**config.mk**
```make
export PLATFORM = sky130hd
export DESIGN_NAME = warp_scheduler
export DESIGN_NICKNAME = d
export VERILOG_FILES = /design/src/rtl/cu_pkg.sv /design/src/rtl/rr_arbiter.sv /design/src/rtl/warp_scheduler.sv
export SDC_FILE = /design/constraint.sdc
export NUM_CORES = 1
export LEC_CHECK = 0
export CAP_MARGIN = 10
export CORE_ASPECT_RATIO = 0.75
export CORE_MARGIN = 2
export CORE_UTILIZATION = 44
export CTS_CLUSTER_SIZE = 20
export DETAILED_ROUTE_END_ITERATION = 10
export PLACE_DENSITY = 0.78
export SLEW_MARGIN = 5
export SYNTH_ARGS = -nofsm -noshare
export SYNTH_HDL_FRONTEND = slang
export SYNTH_HIERARCHICAL = 1
export SYNTH_SLANG_ARGS = --single-unit
export TNS_END_PERCENT = 5
```
**constraint.sdc**
```tcl
create_clock -name clk -period 4.4 [get_ports clk]
set_input_delay 0.88 -clock clk [delete_from_list [all_inputs] [get_ports clk]]
set_output_delay 0.88 -clock clk [all_outputs]
set_load 0.05 [all_outputs]
```
**src/rtl/cu_pkg.sv**
```systemverilog
// Shared compute-unit definitions: default sizes, ID-width helper and scheduler states.
package cu_pkg;

  localparam int NUM_WARPS_DEFAULT = 4;
  localparam int PC_WIDTH_DEFAULT  = 8;

  function automatic int wid_width_f(input int num_warps);
    return (num_warps <= 1) ? 1 : $clog2(num_warps);
  endfunction

  typedef enum logic {
    EMPTY = 1'b0,
    FULL  = 1'b1
  } sched_state_t;

endpackage

```
**src/rtl/rr_arbiter.sv**
```systemverilog
// Combinational round-robin arbiter: grants the first requester strictly after ptr, wrapping modulo N.
module rr_arbiter #(
  parameter int N = 4,
  parameter int W = 2
) (
  input  logic [N-1:0] req,
  input  logic [W-1:0] ptr,
  output logic [N-1:0] gnt,
  output logic [W-1:0] idx
);

  logic [W-1:0] cand_s;
  logic         found_s;

  // Scan N candidates starting one past the pointer; N is a power of two so W-bit wrap is modulo N.
  always_comb begin
    gnt     = '0;
    idx     = '0;
    found_s = 1'b0;
    cand_s  = '0;
    for (int i = 1; i <= N; i++) begin
      cand_s = ptr + W'(i);
      if (!found_s && req[cand_s]) begin
        found_s     = 1'b1;
        gnt[cand_s] = 1'b1;
        idx         = cand_s;
      end else begin
        found_s = found_s;
      end
    end
  end

endmodule

```
**src/rtl/warp_scheduler.sv**
```systemverilog
// Round-robin warp issue scheduler with a valid/ready issue register toward fetch.
// Optional WARP_SCHED_PERF_CNT_EN adds saturating issue/stall performance counters.
module warp_scheduler
  import cu_pkg::*;
#(
  parameter int NUM_WARPS = NUM_WARPS_DEFAULT,
  parameter int PC_WIDTH  = PC_WIDTH_DEFAULT,
  parameter int WID_WIDTH = wid_width_f(NUM_WARPS)
) (
  input  logic                          clk,
  input  logic                          reset,
  input  logic                          sched_en,
  input  logic [NUM_WARPS-1:0]          warp_ready,
  input  logic [NUM_WARPS*PC_WIDTH-1:0] warp_pc,
  output logic [NUM_WARPS-1:0]          pc_update_en,
  output logic                          issue_valid,
  output logic [WID_WIDTH-1:0]          issue_warp_id,
  output logic [PC_WIDTH-1:0]           issue_pc,
  input  logic                          fetch_ready
`ifdef WARP_SCHED_PERF_CNT_EN
  ,
  output logic [15:0]                   perf_issue_cnt,
  output logic [15:0]                   perf_stall_cnt
`endif
);

  sched_state_t         state_q, state_d;
  logic [WID_WIDTH-1:0] rr_ptr_q, rr_ptr_d;
  logic [WID_WIDTH-1:0] issue_warp_id_q, issue_warp_id_d;
  logic [PC_WIDTH-1:0]  issue_pc_q, issue_pc_d;
  logic [NUM_WARPS-1:0] busy_mask_s, elig_s, gnt_s;
  logic [WID_WIDTH-1:0] gnt_idx_s;
  logic [PC_WIDTH-1:0]  gnt_pc_s;
  logic                 load_s;

  // The warp sitting in a stalled issue register must not be granted again.
  always_comb begin
    busy_mask_s = '0;
    if (state_q == FULL && !fetch_ready) begin
      busy_mask_s[issue_warp_id_q] = 1'b1;
    end else begin
      busy_mask_s = '0;
    end
    elig_s = warp_ready & {NUM_WARPS{sched_en}} & ~busy_mask_s;
    load_s = ((state_q == EMPTY) || fetch_ready) && (elig_s != '0);
  end

  rr_arbiter #(
    .N (NUM_WARPS),
    .W (WID_WIDTH)
  ) u_rr_arbiter (
    .req (elig_s),
    .ptr (rr_ptr_q),
    .gnt (gnt_s),
    .idx (gnt_idx_s)
  );

  assign gnt_pc_s     = warp_pc[int'(gnt_idx_s)*PC_WIDTH +: PC_WIDTH];
  // Gated by reset so no warp advances while the scheduler is held in reset.
  assign pc_update_en = (load_s && reset) ? gnt_s : '0;

  // Next-state and issue-register capture.
  always_comb begin
    state_d         = state_q;
    rr_ptr_d        = rr_ptr_q;
    issue_warp_id_d = issue_warp_id_q;
    issue_pc_d      = issue_pc_q;
    if (load_s) begin
      rr_ptr_d        = gnt_idx_s;
      issue_warp_id_d = gnt_idx_s;
      issue_pc_d      = gnt_pc_s;
    end else begin
      rr_ptr_d = rr_ptr_q;
    end
    case (state_q)
      EMPTY: begin
        if (load_s) state_d = FULL;
        else        state_d = EMPTY;
      end
      FULL: begin
        if (load_s)           state_d = FULL;
        else if (fetch_ready) state_d = EMPTY;
        else                  state_d = FULL;
      end
      default: state_d = EMPTY;
    endcase
  end

  // State and issue register.
  always_ff @(posedge clk or negedge reset) begin
    if (!reset) begin
      state_q         <= EMPTY;
      rr_ptr_q        <= WID_WIDTH'(NUM_WARPS - 1);
      issue_warp_id_q <= '0;
      issue_pc_q      <= '0;
    end else begin
      state_q         <= state_d;
      rr_ptr_q        <= rr_ptr_d;
      issue_warp_id_q <= issue_warp_id_d;
      issue_pc_q      <= issue_pc_d;
    end
  end

  assign issue_valid   = (state_q == FULL);
  assign issue_warp_id = issue_warp_id_q;
  assign issue_pc      = issue_pc_q;

`ifdef WARP_SCHED_PERF_CNT_EN
  logic [15:0] perf_issue_cnt_q, perf_issue_cnt_d;
  logic [15:0] perf_stall_cnt_q, perf_stall_cnt_d;

  // Saturating counters: transfers and back-pressured cycles.
  always_comb begin
    perf_issue_cnt_d = perf_issue_cnt_q;
    perf_stall_cnt_d = perf_stall_cnt_q;
    if (state_q == FULL && fetch_ready && perf_issue_cnt_q != 16'hFFFF) begin
      perf_issue_cnt_d = perf_issue_cnt_q + 16'd1;
    end else begin
      perf_issue_cnt_d = perf_issue_cnt_q;
    end
    if (state_q == FULL && !fetch_ready && perf_stall_cnt_q != 16'hFFFF) begin
      perf_stall_cnt_d = perf_stall_cnt_q + 16'd1;
    end else begin
      perf_stall_cnt_d = perf_stall_cnt_q;
    end
  end

  // Counter registers.
  always_ff @(posedge clk or negedge reset) begin
    if (!reset) begin
      perf_issue_cnt_q <= 16'd0;
      perf_stall_cnt_q <= 16'd0;
    end else begin
      perf_issue_cnt_q <= perf_issue_cnt_d;
      perf_stall_cnt_q <= perf_stall_cnt_d;
    end
  end

  assign perf_issue_cnt = perf_issue_cnt_q;
  assign perf_stall_cnt = perf_stall_cnt_q;
`endif

endmodule

```
* Yosys cells after proc, flatten, opt, wreduce, memory -nomap -nowiden
Index checks and enable logic that the tools add are counted.
** Word-level totals
- Memories :: 0
- Bits of input ports :: 40
- Output and inout port bits :: 15
- Bits in registers :: 13
- Memory bits (read-only) :: 0
- Word-level logic and storage cells :: 77
- Bits in latches :: 0
- Memory bits (writable) :: 0
** Cells by class
- Multipliers :: 0
- Div/mod/pow operators :: 0
- Shift operators :: 1
- Magnitude comparators :: 10
- Multiplexer cells :: 35
- Eq/ne operators :: 0
- Add/sub/neg operators :: 3
- Reductions and logical operators :: 17
- Bitwise logic cells :: 7
** Operators by type and width (number)
- 32-bit by 6-bit variable part select with 8-bit output :: 1
- 4-bit 2-to-1 mux :: 6
- 2-bit by 3-bit less-than comparator with 1-bit output (second input constant) :: 5
- 1-bit 2-to-1 mux :: 15
- 4-bit bitwise OR :: 3
- 1-bit logical AND :: 11
- 1-bit demux with 2-bit select :: 5
- 2-bit by 1-bit greater-or-equal comparator with 1-bit output (second input constant) :: 5
- 4-bit bitwise AND :: 2
- 1-bit binary-select mux with 2-bit select :: 4
- 2-bit 2-to-1 mux :: 4
- 2-bit adder (second input constant) :: 2
- 1-bit logical NOT :: 4
- 4-bit inverter :: 1
- 4-bit nonzero test :: 1
- 2-bit by 1-bit adder with 2-bit output (second input constant) :: 1
- 1-bit one-hot mux with 2 select lines :: 1
- 1-bit logical OR :: 1
- 1-bit inverter :: 1

* Longest topological paths before layout
Gate-level depths: netlist of run 1.
- Depth after elaboration :: 20
- Gate-level depth with buffers :: 11
- Mapped depth without buffers :: 8

* Modules after synthesis
The synthesis of run 1 kept the hierarchy.
** Modules (own cells, without submodules)
- warp_scheduler :: times used 1, cells each 55, sequential area each 327.8 sq um, area an instance 827.0 sq um
- rr_arbiter :: times used 1, cells each 68, sequential area each 0.0 sq um, area an instance 545.5 sq um

* Worst setup path before layout of run 1
Ideal clock, no wire load.
- Path kind :: input-to-output
- Start :: in fetch_ready
- End :: out pc_update_en[0]
- Required time :: 3.520 ns
- Path buffers :: 1
- Setup slack :: -0.134 ns
- Stages :: 8
- Data arrival time :: 3.654 ns
- Cell sequence :: nand2b_4 -> o311a_2 -> buf_6 -> mux4_2 -> a211oi_2 -> a221o_2 -> inv_1 -> nor3_1
** Between the ends
- Word-level cells in the longest chain between the ends :: 18
- Elaborated cells on any way between the ends :: 34
- Classes of those cells :: mux (17); bitwise (5); reduce/logical (12)
** RTL lines
- start, declared :: line warp_scheduler.sv:19 : input logic fetch_ready
- 1-bit logical NOT * :: line warp_scheduler.sv:39 : if (state_q == FULL && !fetch_ready) begin
- 1-bit logical AND * :: line warp_scheduler.sv:39
- 4-bit 2-to-1 mux * :: line warp_scheduler.sv:39
- 4-bit inverter * :: line warp_scheduler.sv:44 : elig_s = warp_ready & {NUM_WARPS{sched_en}} & ~busy_mask_s;
- 4-bit bitwise AND * :: line warp_scheduler.sv:44
- net elig_s[3] :: line warp_scheduler.sv:31 : logic [NUM_WARPS-1:0] busy_mask_s, elig_s, gnt_s;
- 1-bit binary-select mux with 2-bit select :: line rr_arbiter.sv:23 : if (!found_s && req[cand_s]) begin
- 1-bit 2-to-1 mux (not written as such) :: line rr_arbiter.sv:23
- [... 4 more ...]
- 1-bit logical NOT :: line rr_arbiter.sv:23
- 1-bit logical AND :: line rr_arbiter.sv:23
- 1-bit 2-to-1 mux :: line rr_arbiter.sv:23
- 1-bit logical NOT :: line rr_arbiter.sv:23
- 1-bit logical AND :: line rr_arbiter.sv:23
- 4-bit 2-to-1 mux * :: line rr_arbiter.sv:23
- net gnt_s[0] :: line warp_scheduler.sv:31
- 4-bit 2-to-1 mux * :: line warp_scheduler.sv:60 : assign pc_update_en = (load_s && reset) ? gnt_s : '0;
- end, declared :: line warp_scheduler.sv:15 : output logic [NUM_WARPS-1:0] pc_update_en,
The timed path passes the listed nets; every way through them passes the cells marked *. The select of a mux whose other input is x is not followed.

* Worst setup path after layout of run 1
- Start :: in fetch_ready
- End :: out pc_update_en[3]
Same word-level chain as after synthesis.

==> results of run 1 <==
cell families (layout without fill, tap and decap cells):
| group | Yosys count | count (layout) | share of synthesized area [%] |
|---|---|---|---|
| buf+inv | 19 | 78 | 8.204 |
| mux | 24 | 24 | 29.44 |
| compound gates | 27 | 27 | 18.60 |
| flops | 13 | 13 | 23.88 |
| fa+ha+maj | 8 | 8 | 7.293 |
| simple gates | 32 | 32 | 12.58 |
placed cells by master, fill, tap and decap left out, types with 2 or more instances in the layout:
cell,n
clkdlybuf4s50_1,50
nand2_1,12
dfrtp_1,11
inv_1,10
mux4_2,10
buf_4,10
ha_1,8
mux2_2,7
mux2_4,6
o21ai_0,6
buf_12,4
nor2b_1,4
a221o_2,4
o311a_4,3
nor3_1,3
clkbuf_8,3
a22oi_1,3
nor3_2,2
dfstp_2,2
nor2_1,2
o211ai_1,2
worst max-delay path: cells and delay by family:
family	cells	cell delay [ps]
muxes	1	550
AOI/OAI and AO/OA	3	900
buffers and inverters	4	700
and+or+nand+nor	2	360
area by class of cell:
cell class / instances / area (µm²) / share of cell area (%)
inverters: 10 / 37.54 / 1.781
well taps: 38 / 47.55 / 2.257
clock buffers: 4 / 45.04 / 2.138
repair buffers: 64 / 655.6 / 31.12
multi-input cells: 91 / 993.5 / 47.15
flip-flops and latches: 13 / 327.8 / 15.56
timing repair:
item / CTS / global route
buffers inserted: 0 / 1
gates resized for setup: 2 / 6
endpoints found under the hold margin: 0 / 0
hold buffers: 0 / 0
pin swaps: 0 / 1
cloned: 0 / 0
setup endpoints to repair: 2 / 4
layer usage:
layer | GRT usage, % | wire [µm]
met1 | 28.55 | 1530
met2 | 36.86 | 1969
met3 | 3.656 | 234
met4 | 6.333 | 25
met5 | 0 | 0
registers in the layout, summed over array words and instances, names as in the netlist:
signal,flops
rr_ptr_q,2
issue_valid,1
issue_pc,8
issue_warp_id,2
report_power, final:
| group | internal (µW) | switching (µW) |
|---|---|---|
| Sequential | 185 | 78.2 |
| Clock | 63.9 | 40.8 |
| Combinational | 434 | 518 |
| Total | 683 | 637 |
metrics by stage:
| stage | hold WS [ps] | std cells |
|---|---|---|
| global route | 529.0 | 220 |
| global placement | 487.8 | 215 |
| finish | 509.7 | 220 |
| CTS | 511.7 | 219 |
| floorplan | 584.4 | 123 |
| detailed placement | 498.6 | 215 |
how the worst min path moves through the flow:
stage | start | endpoint | slack (ps) | cells after the start
after floorplan | reset | issue_pc[0]$_DFFE_PN0P_ | 580 | 0
after global placement | issue_pc[6]$_DFFE_PN0P_ | issue_pc[6]$_DFFE_PN0P_ | 490 | 1
after detailed placement | issue_pc[0]$_DFFE_PN0P_ | issue_pc[0]$_DFFE_PN0P_ | 500 | 1
after CTS | issue_pc[0]$_DFFE_PN0P_ | issue_pc[0]$_DFFE_PN0P_ | 510 | 1
after global routing | issue_pc[1]$_DFFE_PN0P_ | issue_pc[1]$_DFFE_PN0P_ | 530 | 1
final | issue_pc[0]$_DFFE_PN0P_ | issue_pc[0]$_DFFE_PN0P_ | 510 | 1
==> flow_metrics.tcl, run 1 <==
set metrics [dict create \
    p_total_uw 1320 \
    endpoint "pc_update_en[3]" \
    tns_ps 0 \
    syn_avg_cell_area_um2 11.16 \
    fin_util_pct 71.27 \
    firstDrtPassIters 4 \
    status "finished, final reports clean" \
    io_pins 55 \
    synthDominantCellAreaShare_pct 20.05 \
    yosysMostFrequentCell "nand2_1" \
    final_hold_viol_count 0 \
    r2r-start "rr_ptr_q[0]$_DFFE_PN1P_" \
    finish.net_count 231 \
    die_y_um 52.37 \
    clockBufferDepth 2 \
    syn_nets 171 \
    synth-seq-cells 13 \
    cts.sinks 13 \
    yosys.area.top_type "dfrtp_1" \
    postRouteAntennaNets 0 \
    finalClockSkew_ps 0.3724 \
    syn2layout_area_growth_pct 53.51 \
    grt_usage_pct 21.84 \
    clock_tree.root_cell "clkbuf_8" \
    synth-edff-count 0 \
    r2r_cells 9 \
    worstPathRequired_ps 3520 \
    p_per_area_nw_per_um2 626.3 \
    post-route-period-util_pct 97.47 \
    clk_pin_slew_ps 50 \
    setup_slack_ps 111.2 \
    drive_gt1_share_pct 32.42 \
    ys_seq_area_share_pct 23.88 \
    drv_cap 0 \
    viasPerCell 5.805 \
    ys.flop_type "dfrtp_1" \
    gp_congestion 0.8416 \
    antenna_found_initial 0 \
    finalSetupViolCount 0 \
    die_w_um 68.49 \
    yosys.cell_types.count 35 \
    worstPathArrival_ps 3410 \
    die-area_um2 3587 \
    grt_first_pass_wirelength_um 5865 \
    max_freq_mhz 233.2 \
    crit_path_max_incr_delay_ps 550 \
    ir_drop_v 0.0002870 \
    post-route-drc-count 0 \
    placed_area_um2 1998 \
    cp-startpoint "fetch_ready" \
    yosysWarnings 6 \
    grt_max_degree 21 \
    synth_area_um2 1373 \
    end_kind "primary output" \
    cp-start-kind "primary input" \
    synth_area_leaders "dfrtp_1 20%, mux4_2 16%, ha_1 7.3%, mux2_4 6.6%, mux2_2 5.7%" \
    cts_tree "built" \
    fin_crit_ps 4289 \
    worstMarginPinSlew_ps 547.3 \
    vias 1277 \
    p_leak_uw 0.0008347 \
    critPathSlowestCell "mux4_2" \
    cts-htree-levels 1 \
    clk_latency_ps 240 \
    dp_hpwl_um 2776 \
    start_util_pct 46.42 \
    wl_um 3759 \
    slew_headroom_pct 63.39 \
    rows 17 \
    finalInstanceArea_um2 2107 \
    rrSetupSlack_ps 1070 \
    pre_cts_ws_ps -19.53 \
    cp_max_fo 6 \
    synthCells 123 \
    numCtsBuffers 3 \
    r2r-end "issue_pc[1]$_DFFE_PN0P_" \
    design.core.area_um2 2957 \
    hp-class "reg -> reg" \
    grt_overflow_total 0 \
    n_antenna_cell 0 \
    synth_commonest_cells "12 x nand2_1, 11 x dfrtp_1, 10 x inv_1, 10 x mux4_2, 8 x ha_1" \
    wire_per_inst_um 17.09 \
    cp_cell_sequence "clkdlybuf4s50_1, nand2b_4, o311a_2, mux4_2, a211oi_4, a221o_2, inv_1, nor3_1, buf_4, buf_12" \
    async_flop_share_pct 100.0 \
    port_buffers 54 \
    drt_iter0_markers 51 \
    grt_pass1_vias 1274 \
    critical_path_class "in -> out" \
    nFillCells 202 \
    slew_viol_final 0 \
]
(Power assumes the default switching activity.)
==> inputs of run 2 (changes only) <==
--- a/config.mk
+++ b/config.mk
@@ -8,10 +8,10 @@
 export CAP_MARGIN = 10
 export CORE_ASPECT_RATIO = 0.75
 export CORE_MARGIN = 2
-export CORE_UTILIZATION = 44
+export CORE_UTILIZATION = 40
 export CTS_CLUSTER_SIZE = 20
 export DETAILED_ROUTE_END_ITERATION = 10
-export PLACE_DENSITY = 0.78
+export PLACE_DENSITY = 0.72
 export SLEW_MARGIN = 5
 export SYNTH_ARGS = -nofsm -noshare
 export SYNTH_HDL_FRONTEND = slang
==> constraint.sdc (replaced) <==
create_clock -name clk -period 5.4 [get_ports clk]
set_input_delay 1.08 -clock clk [delete_from_list [all_inputs] [get_ports clk]]
set_output_delay 1.08 -clock clk [all_outputs]
set_load 0.05 [all_outputs]
==> run 2 against run 1 <==
  * Design area is 5.3% lower
  * Combinational power is 23% lower
  * Via count is 4.4% lower
  * Count of clock-buffer cells in the layout stayed put
  * Final cell count is 2.3% lower
  * Core utilization is 11 points lower
  * Global-route usage is 5.6 points lower
  * Clock power is 21% lower
  * Worst setup slack better by 390 ps
  * Sequential cell count stayed put
  * Die area is 9.3% higher
  * Critical path depth is 1 lower
  * Critical endpoint unchanged
  * Largest power group unchanged
==> flow_metrics.tcl, run 2 (synthesized netlist as in run 1, its figures left out) <==
set metrics [dict create \
    final_hold_viol_count 0 \
    worstPathRequired_ps 4320 \
    critPathTopFamily "compound AO/OA/AOI/OAI gates" \
    ir_drop_v 0.0002703 \
    antenna_found_initial 0 \
    p_per_area_nw_per_um2 513.5 \
    cts_resized 0 \
    p_leak_uw 0.0007788 \
    vias 1221 \
    min-delay-start "issue_pc[4]$_DFFE_PN0P_" \
    io_pins 55 \
    clock_tree.root_cell "clkbuf_8" \
    critical_path_class "in -> out" \
    n_antenna_cell 0 \
    design.core.area_um2 3288 \
    finish.net_count 224 \
    cp_max_fo 13 \
    grt_pass1_vias 1126 \
    grt_usage_pct 16.24 \
    critPathSlowestCell "mux4_2" \
    finalSetupViolCount 0 \
    slew_viol_final 0 \
    die_w_um 71.64 \
    r2r-end "issue_pc[0]$_DFFE_PN0P_" \
    final-instance-count-excl-fill 215 \
    die-area_um2 3921 \
    cp-startpoint "fetch_ready" \
    viasPerCell 5.679 \
    cts.sinks 13 \
    final_common_cell "clkdlybuf4s50_1" \
    max_freq_mhz 204.2 \
    post-route-period-util_pct 90.69 \
    wire_per_inst_um 15.28 \
    cp-start-kind "primary input" \
    tns_ps 0 \
    grt_overflow_total 0 \
    cts_hold_buf 0 \
    rrSetupSlack_ps 2120 \
    min_to "issue_pc[4]$_DFFE_PN0P_" \
    drive_gt1_share_pct 27.43 \
    drt_iter0_markers 94 \
    firstDrtPassIters 4 \
    postRouteAntennaNets 0 \
    cp_cell_sequence "clkdlybuf4s50_1, nand2b_4, o311a_2, mux4_2, a211oi_2, a221o_2, inv_1, nor3_1, buf_12" \
    fin_crit_ps 4897 \
    grt_first_pass_wirelength_um 5085 \
    worstMarginPinSlew_ps 604.2 \
    clockBufferDepth 2 \
    finalClockSkew_ps 1.809 \
    whs_ps 503.0 \
    die_y_um 54.73 \
    status "finished, final reports clean" \
    start_util_pct 41.74 \
    cts_tree "built" \
    dp_hpwl_um 2486 \
    fin_util_pct 60.69 \
    grt_max_degree 21 \
    numCtsBuffers 3 \
    rsz0062_at_grt "no" \
    worst-path-buf-inv 3 \
    placed_area_um2 1951 \
    hp-class "reg -> reg" \
    crit_path_max_incr_delay_ps 570 \
    syn2layout_area_growth_pct 45.40 \
    clk_pin_slew_ps 50 \
    post-route-drc-count 0 \
    gp_congestion 0.7949 \
    rows 18 \
    r2r_cells 9 \
    wl_um 3286 \
    r2r-start "rr_ptr_q[0]$_DFFE_PN1P_" \
    cts-htree-levels 1 \
    place_inst 211 \
    clk_latency_ps 240 \
    slew_headroom_pct 59.59 \
    port_buffers 54 \
    largest_reg_flops 8 \
    end_kind "primary output" \
    finalInstanceArea_um2 1996 \
    post_cts_buffers 0 \
    nFillCells 270 \
    final_cell_mix "50 x clkdlybuf4s50_1, 12 x nand2_1, 11 x dfrtp_1" \
    worstHoldPathCells 1 \
    worstPathArrival_ps 3820 \
    drv_cap 0 \
]
## run 2: power by group
| part | switching (µW) | internal [µW] | total, µW |
|---|---|---|---|
| Clock | 31.2 | 51.9 | 83.1 |
| Sequential | 62.5 | 151 | 213 |
| Combinational | 394 | 334 | 729 |
| Total | 488 | 537 | 1020 |
## run 2: cell type report
class,instances,area (µm²),area share (%)
multi-input combinational,91,932.1,46.71
tap,40,50.05,2.508
clock buffer,4,45.04,2.257
sequential,13,327.8,16.43
inverter,10,37.54,1.881
timing repair buffer,57,603.1,30.22
## run 2: metrics by stage
| stage | setup WS, ps | power [µW] |
|---|---|---|
| floorplan | 465.5 | 735.4 |
| global placement | 602.5 | 922.6 |
| detailed placement | 547.5 | 937.7 |
| CTS | 515.5 | 1028 |
| global route | 365.9 | 1085 |
| finish | 502.8 | 1025 |
## run 2: per-layer routing
metal / up-vias / track usage (%) / part of all wire, %
met5: - / 0 / 0
met4: 0 / 1.887 / 0.091
met3: 2 / 1.842 / 5.8
met2: 60 / 27.31 / 48
met1: 583 / 23.38 / 46
li1: 576 / - / -
## run 2: how the worst max path moves through the flow
stage	slack, ps	depth (start not counted)	endpoint
floorplan	470	8	pc_update_en[0]
global placement	600	9	pc_update_en[3]
detailed placement	550	9	pc_update_en[3]
CTS	520	9	pc_update_en[3]
global route	370	9	pc_update_en[3]
finish	500	9	pc_update_en[3]
